$ cat src/rtl/neander_spi_pkg.sv
// -----------------------------------------------------------------------------
// neander_spi_pkg
// Shared definitions for the peripheral SPI engine:
//   - spi_periph_state_t : engine FSM encoding (also driven on the debug port)
//   - CS_* constants     : fixed chip-select index map on cs_n
//   - SPI_BITS           : bits per transfer
// -----------------------------------------------------------------------------
package neander_spi_pkg;

  localparam int SPI_BITS = 8;

  // Chip-select index map (bit position in cs_n)
  localparam int CS_ADC   = 0;
  localparam int CS_DAC   = 1;
  localparam int CS_UART  = 2;
  localparam int CS_ETH   = 3;
  localparam int CS_GPIO  = 4;
  localparam int CS_FLASH = 5;

  typedef enum logic [2:0] {
    IDLE     = 3'd0,
    WAIT_BUS = 3'd1,
    CS_SETUP = 3'd2,
    SHIFT    = 3'd3,
    CS_END   = 3'd4,
    DONE     = 3'd5
  } spi_periph_state_t;

endpackage

$ cat src/rtl/spi_periph_engine_clk_divider.sv
// -----------------------------------------------------------------------------
// spi_clk_divider
// Reloadable down-counter style phase timer. tick_o is high for one cycle at
// the end of every (div_i+1)-cycle phase. clear_i restarts the phase so the
// first tick after a state change is exactly div_i+1 cycles later.
//
// Ports:
//   clk_i    system clock
//   reset_i  synchronous active-high reset
//   clear_i  restart the phase count (state entry / idle states)
//   div_i    phase length minus one
//   tick_o   last cycle of the current phase
// -----------------------------------------------------------------------------
module spi_clk_divider #(
  parameter int DIV_W = 8
) (
  input  logic             clk_i,
  input  logic             reset_i,
  input  logic             clear_i,
  input  logic [DIV_W-1:0] div_i,
  output logic             tick_o
);

  logic [DIV_W-1:0] cnt_q;
  logic [DIV_W-1:0] cnt_d;

  // Counting up to div_i is equivalent to reloading a down-counter with
  // div_i; the wrap on every tick is the reload at each phase change.
  always_comb begin
    cnt_d = cnt_q + 1'b1;
    if (clear_i || (cnt_q >= div_i)) begin
      cnt_d = '0;
    end
  end

  always_ff @(posedge clk_i) begin
    if (reset_i) begin
      cnt_q <= '0;
    end else begin
      cnt_q <= cnt_d;
    end
  end

  // Not gated by clear_i: clear_i depends on the FSM next state, which
  // itself depends on this tick.
  assign tick_o = (cnt_q >= div_i);

endmodule

$ cat src/rtl/spi_periph_engine.sv
// -----------------------------------------------------------------------------
// spi_periph_engine
// Byte-wide SPI master for the six peripheral chip selects on the shared SPI
// bus. Never starts a byte while the memory engine (mem_busy) owns the bus.
// All outputs are registered.
//
// Handshake: start is a single-cycle request. It is accepted only in a cycle
// where busy==0; tx_data, cs_sel, cs_hold and cfg_div are captured in that
// cycle and busy rises on the next cycle. A start while busy==1 is dropped,
// never queued. done pulses for one cycle with rx_data valid from that cycle.
//
// Ports:
//   clk, reset          system clock, synchronous active-high reset
//   start               transfer request (see handshake above)
//   tx_data[7:0]        byte to send, MSB first
//   cs_sel[2:0]         chip-select index (>= NUM_CS: no CS, byte still clocked)
//   cs_hold             keep CS asserted after this byte
//   cfg_div[DIV_W-1:0]  SCLK half-period = cfg_div+1 clk cycles
//   mem_busy            memory engine owns the bus
//   miso                shared MISO
//   sclk, mosi, cs_n    SPI bus outputs
//   busy, done, rx_data status / result
//   dbg_state           current FSM state
//   cfg_mode[1:0]       {CPOL, CPHA}, only when SPI_PERIPH_MODE_EN is defined
//
// Build option: SPI_PERIPH_MODE_EN adds cfg_mode; without it the engine is
// SPI mode 0 only.
// -----------------------------------------------------------------------------
module spi_periph_engine
  import neander_spi_pkg::*;
#(
  parameter int NUM_CS = CS_FLASH + 1,
  parameter int DIV_W  = 8
) (
  input  logic               clk,
  input  logic               reset,
  input  logic               start,
  input  logic [7:0]         tx_data,
  input  logic [2:0]         cs_sel,
  input  logic               cs_hold,
  input  logic [DIV_W-1:0]   cfg_div,
`ifdef SPI_PERIPH_MODE_EN
  input  logic [1:0]         cfg_mode,
`endif
  input  logic               mem_busy,
  input  logic               miso,
  output logic               sclk,
  output logic               mosi,
  output logic [NUM_CS-1:0]  cs_n,
  output logic               busy,
  output logic               done,
  output logic [7:0]         rx_data,
  output spi_periph_state_t  dbg_state
);

  // Index of the last half-period in SHIFT, and the half-period index from
  // which the final (no-new-bit) trailing edge is entered.
  localparam logic [3:0] LAST_HALF     = 4'(2 * SPI_BITS - 1);
  localparam logic [3:0] LAST_TRAIL_PR = 4'(2 * SPI_BITS - 2);

  spi_periph_state_t state_q, state_d;

  logic [2:0]        sel_q, sel_d;
  logic              hold_q, hold_d;
  logic [DIV_W-1:0]  div_q, div_d;
  logic [7:0]        txsh_q, txsh_d;
  logic [7:0]        rxsh_q, rxsh_d;
  logic [3:0]        hcnt_q, hcnt_d;

  logic              sclk_q, sclk_d;
  logic              mosi_q, mosi_d;
  logic [NUM_CS-1:0] cs_n_q, cs_n_d;
  logic              busy_q, busy_d;
  logic              done_q, done_d;
  logic [7:0]        rx_data_q, rx_data_d;

  logic              lead_edge;
  logic              trail_edge;
  logic              tick;
  logic              div_clear;

  // Clock mode: cpol/cpha are the latched mode, acc_cpol is the idle level
  // requested on the accept cycle (used when going straight to CS_SETUP).
  logic              cpol;
  logic              cpha;
  logic              acc_cpol;

`ifdef SPI_PERIPH_MODE_EN
  logic [1:0] mode_q, mode_d;
  assign cpol     = mode_q[1];
  assign cpha     = mode_q[0];
  assign acc_cpol = cfg_mode[1];
`else
  assign cpol     = 1'b0;
  assign cpha     = 1'b0;
  assign acc_cpol = 1'b0;
`endif

  // Active-low one-hot decode; out-of-range indices select nothing.
  function automatic logic [NUM_CS-1:0] cs_decode(input logic [2:0] sel);
    logic [NUM_CS-1:0] v;
    v = '1;
    for (int i = 0; i < NUM_CS; i++) begin
      if (sel == 3'(i)) begin
        v[i] = 1'b0;
      end
    end
    return v;
  endfunction

  spi_clk_divider #(
    .DIV_W (DIV_W)
  ) u_div (
    .clk_i   (clk),
    .reset_i (reset),
    .clear_i (div_clear),
    .div_i   (div_q),
    .tick_o  (tick)
  );

  // Phase timing only matters in CS_SETUP/SHIFT/CS_END; hold the counter at
  // zero elsewhere and restart it on every state change.
  assign div_clear = (state_d != state_q) || (state_q == IDLE) ||
                     (state_q == WAIT_BUS) || (state_q == DONE);

  always_comb begin
    state_d    = state_q;
    sel_d      = sel_q;
    hold_d     = hold_q;
    div_d      = div_q;
    txsh_d     = txsh_q;
    rxsh_d     = rxsh_q;
    hcnt_d     = hcnt_q;
    sclk_d     = sclk_q;
    mosi_d     = mosi_q;
    cs_n_d     = cs_n_q;
    busy_d     = busy_q;
    done_d     = 1'b0;
    rx_data_d  = rx_data_q;
    lead_edge  = 1'b0;
    trail_edge = 1'b0;
`ifdef SPI_PERIPH_MODE_EN
    mode_d     = mode_q;
`endif

    case (state_q)
      IDLE: begin
        if (start) begin
          sel_d  = cs_sel;
          hold_d = cs_hold;
          div_d  = cfg_div;
          txsh_d = tx_data;
          busy_d = 1'b1;
`ifdef SPI_PERIPH_MODE_EN
          mode_d = cfg_mode;
`endif
          if (mem_busy) begin
            state_d = WAIT_BUS;
            // A CS held for a different target is dropped now; the same
            // target stays low while we wait for the bus.
            if (cs_n_q != cs_decode(cs_sel)) begin
              cs_n_d = '1;
            end
          end else begin
            state_d = CS_SETUP;
            cs_n_d  = cs_decode(cs_sel);
            mosi_d  = tx_data[7];
            sclk_d  = acc_cpol;
          end
        end
      end

      WAIT_BUS: begin
        if (!mem_busy) begin
          state_d = CS_SETUP;
          cs_n_d  = cs_decode(sel_q);
          mosi_d  = txsh_q[7];
          sclk_d  = cpol;
        end
      end

      CS_SETUP: begin
        if (tick) begin
          state_d   = SHIFT;
          hcnt_d    = '0;
          lead_edge = 1'b1;
        end
      end

      SHIFT: begin
        if (tick) begin
          if (hcnt_q == LAST_HALF) begin
            state_d = CS_END;
            if (!hold_q) begin
              cs_n_d = '1;
            end
          end else begin
            hcnt_d = hcnt_q + 4'd1;
            // hcnt_q odd -> entering an even index = odd half-period = leading
            if (hcnt_q[0]) begin
              lead_edge = 1'b1;
            end else begin
              trail_edge = 1'b1;
            end
          end
        end
      end

      CS_END: begin
        if (tick) begin
          state_d   = DONE;
          done_d    = 1'b1;
          rx_data_d = rxsh_q;
        end
      end

      DONE: begin
        state_d = IDLE;
        busy_d  = 1'b0;
      end

      default: begin
        state_d = IDLE;
      end
    endcase

    // CPHA=0: sample on leading, shift on trailing (none after the last bit).
    // CPHA=1: shift on leading, sample on trailing.
    if (lead_edge) begin
      sclk_d = ~cpol;
      if (cpha) begin
        mosi_d = txsh_q[7];
        txsh_d = {txsh_q[6:0], 1'b0};
      end else begin
        rxsh_d = {rxsh_q[6:0], miso};
      end
    end

    if (trail_edge) begin
      sclk_d = cpol;
      if (cpha) begin
        rxsh_d = {rxsh_q[6:0], miso};
      end else if (hcnt_q != LAST_TRAIL_PR) begin
        mosi_d = txsh_q[6];
        txsh_d = {txsh_q[6:0], 1'b0};
      end
    end
  end

  always_ff @(posedge clk) begin
    if (reset) begin
      state_q   <= IDLE;
      sel_q     <= '0;
      hold_q    <= 1'b0;
      div_q     <= '0;
      txsh_q    <= '0;
      rxsh_q    <= '0;
      hcnt_q    <= '0;
      sclk_q    <= 1'b0;
      mosi_q    <= 1'b0;
      cs_n_q    <= '1;
      busy_q    <= 1'b0;
      done_q    <= 1'b0;
      rx_data_q <= '0;
`ifdef SPI_PERIPH_MODE_EN
      mode_q    <= 2'b00;
`endif
    end else begin
      state_q   <= state_d;
      sel_q     <= sel_d;
      hold_q    <= hold_d;
      div_q     <= div_d;
      txsh_q    <= txsh_d;
      rxsh_q    <= rxsh_d;
      hcnt_q    <= hcnt_d;
      sclk_q    <= sclk_d;
      mosi_q    <= mosi_d;
      cs_n_q    <= cs_n_d;
      busy_q    <= busy_d;
      done_q    <= done_d;
      rx_data_q <= rx_data_d;
`ifdef SPI_PERIPH_MODE_EN
      mode_q    <= mode_d;
`endif
    end
  end

  assign sclk      = sclk_q;
  assign mosi      = mosi_q;
  assign cs_n      = cs_n_q;
  assign busy      = busy_q;
  assign done      = done_q;
  assign rx_data   = rx_data_q;
  assign dbg_state = state_q;

endmodule

$ cat config.mk
export PLATFORM = sky130hd
export DESIGN_NAME = spi_periph_engine
export DESIGN_NICKNAME = d
export VERILOG_FILES = /design/src/rtl/neander_spi_pkg.sv /design/src/rtl/spi_periph_engine_clk_divider.sv /design/src/rtl/spi_periph_engine.sv
export SDC_FILE = /design/constraint.sdc
export NUM_CORES = 1
export LEC_CHECK = 0
export CORE_UTILIZATION = 55
export CTS_CLUSTER_DIAMETER = 100
export DETAILED_ROUTE_END_ITERATION = 10
export PLACE_DENSITY_LB_ADDON = 0.1
export SYNTH_ARGS = -nofsm -noshare
export SYNTH_HDL_FRONTEND = slang
export SYNTH_SLANG_ARGS = --single-unit
$ cat constraint.sdc
create_clock -name clk -period 5.7 [get_ports clk]
set_input_delay 1.71 -clock clk [delete_from_list [all_inputs] [get_ports clk]]
set_output_delay 1.71 -clock clk [all_outputs]
set_load 0.02 [all_outputs]
==> reports/qor.yml, run 1 <==
status: "finished clean"
synth-seq-cells: 61
die_height_um: 76.2
io_pins: 46
yosysUniqueCellTypes: 58
total_power_mw: 1.14
firstDrtPassIters: 5
areaGrowthSynthToFinish_pct: 22.6
ctsResizeCount: 0
coreArea_um2: 5200
dieWidth_um: 76.2
slew_headroom: 0.348
finalWorstPathRequiredPeriod_ns: 3.43
dp.final_hpwl_mm: 4.61
ant_nets: 0
drc_errors: 0
syn_area_um2: 3030
p_leak_nw: 1.54
clock-sinks: 61
powerDensity_nw_per_um2: 306
vias_per_cell: 5.55
routed_wl_mm: 6.76
wire_per_inst_um: 14.1
setup_violations: 0
postSynthNetCount: 404
grt_max_degree: 30
cts_buffer_depth: 2
hold_viol: 0
synthFlopType: "dfxtp_1"
cap_violations: 0
synth_cells: 368
rsz0062_at_grt: "no"
grt-ovfl-total: 0
synth.area.top_cells: "dfxtp_1 (40%), nand2_1 (7.3%), mux2i_1 (6.3%), a21oi_1 (5.0%), nor2_1 (5.0%)"
grt_pass1_wl_mm: 11.4
cts_buffers: 9
cts_root_buf: "clkbuf_8"
clock_latency_ns: 0.35
cp_cell_sequence: "clkdlybuf4s50_1 -> nor2b_4 -> mux2_4 -> a32o_2 -> nand3_2 -> nand2_4 -> a221o_1"
drive_gt1_frac: 0.0732
diodes: 0
die-area_um2: 5810
peakVddDrop_mv: 0.290
initialDrtViolationCount: 174
fin_crit_sh: 0.602
fmax_mhz: 291
tightest_slew_ns: 0.972
critPathLaunchType: "input pin"
drv_slew: 0
synth_area_per_cell_um2: 8.24
stdcell_area_um2: 3720
critPathCaptureType: "flop"
routabilityCongestion: 0.892
fp-row-count: 26
critPathKind: "in -> reg"
slowest_delay_ns: 0.65
yosysMostFrequentCell: "dfxtp_1"
synth_largest_area_cell: "dfxtp_1"
hp-class: "reg -> reg"
yosys_warnings: 0
finClkSkew_ns: 0.0104
grt_usage: 0.246
cts_hold_buf: 0
synth-edff-count: 0
fin_util: 0.714
vias: 2664
h-tree-depth: 3
worstPathRequired_ns: 5.93
synth_top_area_share: 0.403
antenna_found_initial: 0
placed_cell_area_um2: 3480
start_util: 0.582
yosys-top-cells-count: "dfxtp_1 (61), nand2_1 (59), nor2_1 (40)"
async_flop_share: 0
io_buffers: 45
post_cts_buffers: 0
yosysSeqAreaShare: 0.403
cpMaxStageDelayCell: "clkdlybuf4s50_1"
grt_pass1_vias: 2488
nets: 441
cts.clk_slew.worst_paths_ns: 0.07
tritoncts: "done"
setup_tns_ns: 0
critPathMaxFanout: 10
arrival_ns: 3.67
## layout by cell type, fill, tap and decap left out, drive strengths merged, types with 3 or more instances in the layout
cell / synthesis / final
o221ai: 5 / 5
mux2i: 19 / 19
dfxtp: 61 / 61
bufinv: 0 / 3
a31oi: 10 / 10
xor2: 5 / 5
nand3b: 3 / 3
nor2b: 3 / 3
clkdlybuf4s50: 0 / 45
o21ai: 19 / 19
a211oi: 5 / 5
nor2: 40 / 40
clkbuf: 11 / 10
nand3: 10 / 10
inv: 19 / 19
and2: 3 / 3
nor3: 4 / 4
and3: 6 / 6
nand2: 60 / 60
a21oi: 31 / 31
ha: 11 / 11
## logic make-up after synthesis
group           synth area share
flops                      0.403
compound gates             0.191
fa+ha+maj                 0.0454
xor+xnor                  0.0173
buf+inv                   0.0561
simple gates               0.220
mux                       0.0677
## final cells by class
cell class | instances | area (um^2)
timing repair buffer | 46 | 458
sequential | 61 | 1220
fill | 430 | 1490
multi-input combinational | 268 | 1640
tap | 70 | 87.6
clock buffer | 10 | 128
inverter | 19 | 71.3
clock inverter | 6 | 111
## final timing paths
check | depth (start not counted) | from | end | slack, ns
setup / recovery | 7 | cs_sel[1] | cs_n[5]$_SDFFE_PP1P_ | 2.27
hold / removal | 2 | div_q[1]$_SDFFE_PP0P_ | div_q[1]$_SDFFE_PP0P_ | 0.46
setup reg to reg | 8 | u_div.cnt_q[0]$_SDFF_PP0_ | rxsh_q[0]$_SDFFE_PP0P_ | 3.26
hold reg to reg | 2 | div_q[1]$_SDFFE_PP0P_ | div_q[1]$_SDFFE_PP0P_ | 0.46
## where the power goes
| group | total, mW | switching, mW | internal, mW |
|---|---|---|---|
| Combinational | 0.194 | 0.109 | 0.0848 |
| Clock | 0.469 | 0.179 | 0.291 |
| Sequential | 0.475 | 0.0254 | 0.450 |
## stage by stage
| step | setup slack (ns) | hold slack, ns | cells |
|---|---|---|---|
| final | 2.27 | 0.458 | 480 |
| after global routing | 2.20 | 0.491 | 480 |
| after CTS | 2.28 | 0.461 | 480 |
| after detailed placement | 1.93 | 0.451 | 464 |
| after global placement | 1.98 | 0.443 | 464 |
| after floorplan | 2.60 | 0.436 | 368 |
## registers in the layout, summed over array words and instances (netlist names), 3 cells and up
register     count
rx_data          8
rxsh_q           8
u_div.cnt_q      8
cs_n             6
div_q            8
txsh_q           8
hcnt_q           4
dbg_state        3
sel_q            3
## worst max-delay path: cells and delay by family
family	cells	cell delay (ns)
AOI/OAI and AO/OA	2	0.58
muxes	1	0.31
buffers and inverters	1	0.65
and+or+nand+nor	3	0.41
## metal layers
layer	routed length [um]	up-vias	track usage
li1	-	1358	-
met1	3100	1208	0.303
met2	3190	78	0.405
met3	276	20	0.0443
met4	192	0	0.138
met5	0	-	0
Note: power is estimated with default switching activity, not from simulation.
==> run 2: changes to the inputs <==
--- a/config.mk
+++ b/config.mk
@@ -5,7 +5,7 @@
 export SDC_FILE = /design/constraint.sdc
 export NUM_CORES = 1
 export LEC_CHECK = 0
-export CORE_UTILIZATION = 55
+export CORE_UTILIZATION = 49
 export CTS_CLUSTER_DIAMETER = 100
 export DETAILED_ROUTE_END_ITERATION = 10
 export PLACE_DENSITY_LB_ADDON = 0.1
==> constraint.sdc (replaced) <==
create_clock -name clk -period 2.9 [get_ports clk]
set_input_delay 0.87 -clock clk [delete_from_list [all_inputs] [get_ports clk]]
set_output_delay 0.87 -clock clk [all_outputs]
set_load 0.02 [all_outputs]
==> reports/qor.yml, run 2 (synthesis gave the netlist of run 1 again) <==
grt-ovfl-total: 0
met3_usage: 0.0682
fin_crit_sh: 0.862
clock_latency_ns: 0.34
initialDrtViolationCount: 109
drv_slew: 0
critPathCaptureType: "primary output"
fin_util: 0.638
powerDensity_nw_per_um2: 575
cp_cell_sequence: "clkdlybuf4s50_1"
hold_viol: 0
clock-sinks: 61
cpMaxStageDelayCell: "clkdlybuf4s50_1"
setup_tns_ns: 0
tightest_slew_ns: 0.578
routed_wl_mm: 6.86
hp-class: "reg -> reg"
vias_per_cell: 5.53
vias: 2749
grt_pass1_wl_mm: 11.4
fp-row-count: 28
tritoncts: "done"
io_buffers: 45
grt.busiest_layer: "met2"
drc_errors: 0
drive_gt1_frac: 0.102
dp.final_hpwl_mm: 4.88
die_height_um: 80.7
grt_max_degree: 17
holdPathStages: 2
cts_buffer_depth: 2
slew_headroom: 0.613
ctsResizeCount: 0
path_buf_inv: 1
final_cell_mix: "dfxtp_1 (61), nand2_1 (59), clkdlybuf4s50_1 (45), nor2_1 (40), a21oi_1 (30)"
fmax_mhz: 400
rsz0062_at_grt: "no"
diodes: 0
io_pins: 46
cts_root_buf: "clkbuf_8"
reg2reg_depth: 8
finalWorstPathRequiredPeriod_ns: 2.50
routabilityCongestion: 0.832
critPathKind: "reg -> out"
coreArea_um2: 5960
grt_pass1_vias: 2514
wire_per_inst_um: 13.8
cts_hold_buf: 0
cts_buffers: 9
worstPathRequired_ns: 2.03
slowest_delay_ns: 0.69
total_power_mw: 2.18
finClkSkew_ns: 0.00987
antenna_found_initial: 0
status: "finished clean"
cap_violations: 0
use_met2: 0.396
arrival_ns: 1.63
grt_usage: 0.232
ant_nets: 0
peakVddDrop_mv: 0.444
setup_violations: 0
grtUsageMet1: 0.276
nets: 453
die-area_um2: 6510
critPathLaunchType: "flop"
critPathMaxFanout: 13
start_util: 0.509
firstDrtPassIters: 7
critPathTopFamily: "buffers and inverters"
layout_commonest_cell: "dfxtp_1"
h-tree-depth: 3
p_leak_nw: 1.59
post_cts_buffers: 0
cp_num_cells: 1
areaGrowthSynthToFinish_pct: 25.3
cts.clk_slew.worst_paths_ns: 0.07
dieWidth_um: 80.7
-- run 2: cell count changes in the layout (fill, tap and decap cells not counted) --
cell	previous run	this run
clkinv_2	1	2
bufinv_16	3	2
clkbuf_8	9	10
buf_4	1	13
clkbuf_1	1	0
-- run 2: layer usage --
| layer | part of all wire | vias up |
|---|---|---|
| met3 | 0.040 | 9 |
| met4 | 0.012 | 0 |
| met1 | 0.49 | 1300 |
| met5 | 0 | - |
| met2 | 0.46 | 55 |
| li1 | - | 1385 |
-- run 2: worst paths after layout --
path                                   from  slack, ns                       to
setup / recovery    dbg_state[1]$_SDFF_PP0_       0.40             dbg_state[1]
hold / removal        div_q[6]$_SDFFE_PP0P_       0.46    div_q[6]$_SDFFE_PP0P_
hold reg to reg       div_q[6]$_SDFFE_PP0P_       0.46    div_q[6]$_SDFFE_PP0P_
setup reg to reg  u_div.cnt_q[0]$_SDFF_PP0_       0.70  rx_data[3]$_SDFFE_PP0P_
-- run 2: metrics by stage --
step                      setup WS (ns)  cell area, um^2  hold WS (ns)  instances
final                             0.399             3800         0.461        497
after global routing              0.328             3800         0.487        497
after CTS                         0.376             3800         0.458        497
after detailed placement         0.0752             3570         0.448        481
after global placement            0.136             3570         0.443        481
after floorplan                   0.641             3030         0.436        368
-- run 2: power breakdown --
group	internal [mW]	total, mW	switching, mW
Combinational	0.183	0.401	0.218
Sequential	0.884	0.933	0.0488
Clock	0.505	0.849	0.344
-- run 2: layout make-up --
class | instances | area [um^2]
inverters | 19 | 71.3
clock buffers | 10 | 138
fillers | 539 | 2160
multi-input cells | 268 | 1640
clock inverters | 6 | 86.3
repair buffers | 58 | 548
flip-flops and latches | 61 | 1220
well taps | 75 | 93.8
-- run 2: worst register-to-register path, cell delays in order, from the launching register on --
cell and delay [ns]:
dfxtp_1 0.42, inv_1 0.08, ha_1 0.27, a31oi_1 0.13, nor2b_1 0.09, o21bai_1 0.29
a21o_1 0.52, mux2i_1 0.26, nor2_1 0.05
